<file path="src/rtl/serial_adder.sv">
// Bit-serial adder: one full-adder cell, LSB first, one bit per clock.
// Valid/ready operand input, valid/ready result output.
module serial_adder #(
    parameter int WIDTH = 8
) (
    input  logic             clk,
    input  logic             rst_n,
    input  logic             in_valid,
    output logic             in_ready,
    input  logic [WIDTH-1:0] a,
    input  logic [WIDTH-1:0] b,
    input  logic             c_in,
    output logic             out_valid,
    input  logic             out_ready,
    output logic [WIDTH-1:0] sum,
    output logic             c_out,
    output logic             busy
);

    localparam int CW = (WIDTH > 1) ? $clog2(WIDTH) : 1;
    localparam logic [CW-1:0] LAST = CW'(WIDTH - 1);

    typedef enum logic [1:0] {
        IDLE = 2'd0,
        RUN  = 2'd1,
        DONE = 2'd2
    } state_t;

    state_t state, state_nx;

    logic [WIDTH-1:0] a_sr;
    logic [WIDTH-1:0] b_sr;
    logic [WIDTH-1:0] sum_r;
    logic             carry;
    logic [CW-1:0]    cnt;

    logic fa_s;
    logic fa_c;
    logic accept;
    logic last_bit;

    // The single full-adder cell shared by every bit position
    always_comb begin
        fa_s = a_sr[0] ^ b_sr[0] ^ carry;
        fa_c = (a_sr[0] & b_sr[0]) | (a_sr[0] & carry) | (b_sr[0] & carry);
    end

    assign accept   = (state == IDLE) && in_valid;
    assign last_bit = (cnt == LAST);

    // State register
    always_ff @(posedge clk or negedge rst_n) begin
        if (!rst_n) begin
            state <= IDLE;
        end else begin
            state <= state_nx;
        end
    end

    // Next-state decode
    always_comb begin
        state_nx = state;
        unique case (state)
            IDLE: if (in_valid)  state_nx = RUN;
            RUN:  if (last_bit)  state_nx = DONE;
            DONE: if (out_ready) state_nx = IDLE;
            default:             state_nx = IDLE;
        endcase
    end

    // Operand shifters, sum shifter, carry and bit counter
    always_ff @(posedge clk or negedge rst_n) begin
        if (!rst_n) begin
            a_sr  <= '0;
            b_sr  <= '0;
            sum_r <= '0;
            carry <= 1'b0;
            cnt   <= '0;
        end else if (accept) begin
            a_sr  <= a;
            b_sr  <= b;
            sum_r <= '0;
            carry <= c_in;
            cnt   <= '0;
        end else if (state == RUN) begin
            a_sr  <= {1'b0, a_sr[WIDTH-1:1]};
            b_sr  <= {1'b0, b_sr[WIDTH-1:1]};
            sum_r <= {fa_s, sum_r[WIDTH-1:1]};
            carry <= fa_c;
            // Hold at the last index so a power-of-two WIDTH never wraps
            if (!last_bit) begin
                cnt <= cnt + CW'(1);
            end
        end
    end

    assign in_ready  = (state == IDLE);
    assign busy      = (state == RUN);
    assign out_valid = (state == DONE);
    assign sum       = sum_r;
    assign c_out     = carry;

endmodule

</file>
<file path="config.mk">
export PLATFORM = sky130hd
export DESIGN_NAME = serial_adder
export DESIGN_NICKNAME = d
export VERILOG_FILES = /design/src/rtl/serial_adder.sv
export SDC_FILE = /design/constraint.sdc
export NUM_CORES = 1
export LEC_CHECK = 0
export CAP_MARGIN = 20
export CORE_MARGIN = 3
export CORE_UTILIZATION = 53
export DETAILED_ROUTE_END_ITERATION = 16
export PLACE_DENSITY = 0.83
export SLEW_MARGIN = 0
export SYNTH_ARGS = -nofsm -noshare
export SYNTH_HDL_FRONTEND = slang
export SYNTH_SLANG_ARGS = --single-unit
</file>
<file path="constraint.sdc">
create_clock -name clk -period 4.3 [get_ports clk]
set_clock_uncertainty 0.05 [all_clocks]
set_input_delay 1.075 -clock clk [delete_from_list [all_inputs] [get_ports clk]]
set_output_delay 1.075 -clock clk [all_outputs]
set_load 0.1 [all_outputs]
</file>
==> metrics.md <==
| Metric | Value |
|---|---|
| Critical path's top delay family | `flip-flops` |
| CTS Buffer Depth | `2` |
| Wire length on met2 | `1440 µm` |
| MaxCap Viol Count | `0` |
| Minimum clock period | `around 3.4 ns` |
| Reg2reg end | `a_sr[4]` |
| Residual DRC | `0` |
| Global placement routability congestion | `around 0.80` |
| CP Capture Type | `primary output` |
| Setup TNS | `0 ns` |
| PostCTS Resize Cnt | `0` |
| RSZ-0062 raised after global routing | `no` |
| Worst Max-Slew Pin Slew | `roughly 1.1 ns` |
| # nets final | `between 150 and 200` |
| Post-synth top area cell | `dfrtp_1` |
| Yosys top cell area share | `roughly half` |
| Vias per Instance | `5.93` |
| Period utilization | `between 70% and 80%` |
| Cell variety after synth | `24` |
| Clock transition at path regs | `0.09 ns` |
| Clock tree root buffer cell | `clkbuf_4` |
| # Post-CTS Setup Buffers | `0` |
| Non-filler instance count after layout | `~190` |
| Initial antenna violation count | `0` |
| Worst-Skew Late Latency | `~0.32 ns` |
| Finish-stage setup viols | `0` |
| Worst Path Buf+Inv | `1` |
| Status | `finished, final reports clean` |
| Die width | `around 59 µm` |
| Fmax | `between 0.2 and 0.3 GHz` |
| Slew HR | `between 20% and 30%` |
| Hold_ws | `~0.45 ns` |
| Max IR drop VDD | `0.983 mV` |
| Layout cells sized above 1 | `under 10%` |
| Top cells by area, synth | `dfrtp_1 (51%), nor4b_1 (7.1%), a211oi_1 (5.6%), nor3b_1 (5.6%), a22o_1 (4.7%)` |
| Core ar. | `between 2000 and 3000 µm²` |
| Syn_nets | `approximately 150` |
| Mean Syn Cell Area | `11.4 µm²` |
| Vias in the first global route | `approximately 1,100` |
| DR iter-0 viols | `between 80 and 90` |
| CTS tree | `built` |
| Sequential area share after synthesis | `around 50%` |
| Min-Delay Path Class | `register to register` |
| First-pass GRT wire length | `roughly 5000 µm` |
| WL/cell | `between 15 and 20 µm` |
| Leakage | `between 0.8 and 0.9 nW` |
| DR WL met3 | `about 150 µm` |
| Reg-to-Reg Start | `state[0]` |
| Worst setup SP type | `register` |
| Cell with the most instances after synthesis | `dfrtp_1` |
| # port buffers | `32` |
| Total grt overflow | `0` |
| Largest net degree at the start of global routing | `36` |
| Fill cells | `209` |
| Clk sinks | `30` |
| CTS H-tree lvls | `2` |
| Final number of max-transition violations | `0` |
| DR top layer | `met4` |
| Arr. time, crit path | `2.24 ns` |
| Ports | `33` |
| Final WL | `2960 µm` |
| CTS Hold Buffers Added | `0` |
| Rows | `18` |
| Initial Utilization | `between 50% and 60%` |
| Top_reg_cell synth | `dfrtp_1` |
| Final hold viol count | `0` |
| Cell count after synthesis | `between 100 and 150` |
| Worst path max stage delay | `around 0.97 ns` |
| Commonest cells post-synth | `dfrtp_1 (30), inv_1 (17), nor4b_1 (12)` |
| Pwr Density | `a little over 800 nW/µm²` |
| Chip Height | `58.8 µm` |
| M1 WL | `1320 µm` |
| Via count | `approximately 1,100` |
| GRT Overall Usage | `between 10% and 20%` |
| Total CTS buffers | `5` |
| Area delta synth->final | `23.1%` |
| Mapped Area | `about 1500 µm²` |
| CP max FO | `35` |
| FF+latch count, synth | `30` |
| Post-synth EDFFs | `0` |
| Reg-to-reg slack, setup | `~2.4 ns` |
| Number of cells on the critical path | `2` |
| Ant. Diodes | `0` |
| Die area | `around 3500 µm²` |
| Ys Warns | `0` |
| CP required | `around 3.2 ns` |
| Worst-path cell chain | `nor2b_2 -> buf_4` |
| Post-DP HPWL | `~2000 µm` |
| CP Capture Point | `busy` |
| First drt pass iteration count | `5` |
| Placed Cells | `181` |
| Cells on worst reg2reg path | `2` |
| Worst path slowest cell | `dfrtp_1` |
| Asr flop ratio synth | `between 90% and 100%` |
| Worst Setup SP | `state[0]` |
| Remaining antenna violation count | `0` |
| Setup CP Type | `register to primary output` |
==> cell families after synthesis <==
logic type	after synthesis	share of synthesized area, %
fa+ha+maj	3	3.05
compound gates	31	18.4
flops	30	50.8
simple gates	37	18.3
buf+inv	29	9.48
==> worst min-delay path by stage <==
stage / from / endpoint / slack, ns / cells after the start
floorplan: a_sr[7] / a_sr[7] / 0.42 / 1
global placement: b_sr[7] / b_sr[7] / 0.43 / 1
detailed placement: a_sr[7] / a_sr[7] / 0.43 / 1
CTS: a_sr[7] / a_sr[7] / 0.45 / 1
global route: a_sr[7] / a_sr[7] / 0.46 / 1
finish: a_sr[7] / a_sr[7] / 0.45 / 1
==> cells in the final DEF (no fill, tap or decap), drive strengths merged, types with 3 or more instances in the layout <==
cell type,synthesis,layout
nor2b,3,3
a22o,8,8
nor4b,12,12
a211o,3,3
buf,8,4
nor2,5,5
a222oi,4,4
clkdlybuf4s50,0,29
dfrtp,30,30
nor3b,11,11
clkbuf,4,7
inv,17,17
and3,3,3
a211oi,11,11
==> final cells by class <==
class / instances / area [µm²] / area share (%)
Sequential cell: 30 / 751 / 41.3
Multi-Input combinational cell: 71 / 587 / 32.3
Timing Repair Buffer: 33 / 320 / 17.6
Inverter: 17 / 63.8 / 3.51
Clock buffer: 7 / 55.1 / 3.03
Tap cell: 30 / 37.5 / 2.06
Clock inverter: 1 / 5.00 / 0.275
==> worst register-to-register path, cell delays in order (launching register included) <==
cell and delay [ns]:
dfrtp_1 0.97, nor2b_2 0.57, a222oi_1 0.21
==> per-layer routing <==
metal	GRT usage, %	up-vias
met4	7.77	0
met3	4.61	7
met5	0	-
met2	31.4	22
li1	-	539
met1	24.6	553
==> sequential cells by signal, summed over array words and instances, names as in the netlist <==
name	count
sum	8
cnt	3
c_out	1
a_sr	8
b_sr	8
state	2
==> per-stage QoR <==
step                      area, µm²  total power [mW]  util (%)  setup slack [ns]
after floorplan                1480              1.18         -              1.17
after global placement         1760              1.31      68.5              1.34
after detailed placement       1760              1.35      68.5              1.32
after CTS                      1820              1.52      70.9             0.954
after global routing           1820              1.61      70.9             0.784
final                          1820              1.51      70.9             0.939
==> power by group <==
| group | internal [mW] | switching, mW | total [mW] | leakage, nW |
|---|---|---|---|---|
| combinational | 0.280 | 0.539 | 0.820 | 0.415 |
| sequential | 0.409 | 0.113 | 0.522 | 0.366 |
| clock | 0.0791 | 0.0917 | 0.171 | 0.0353 |
Power figures use the tool's default switching activity.
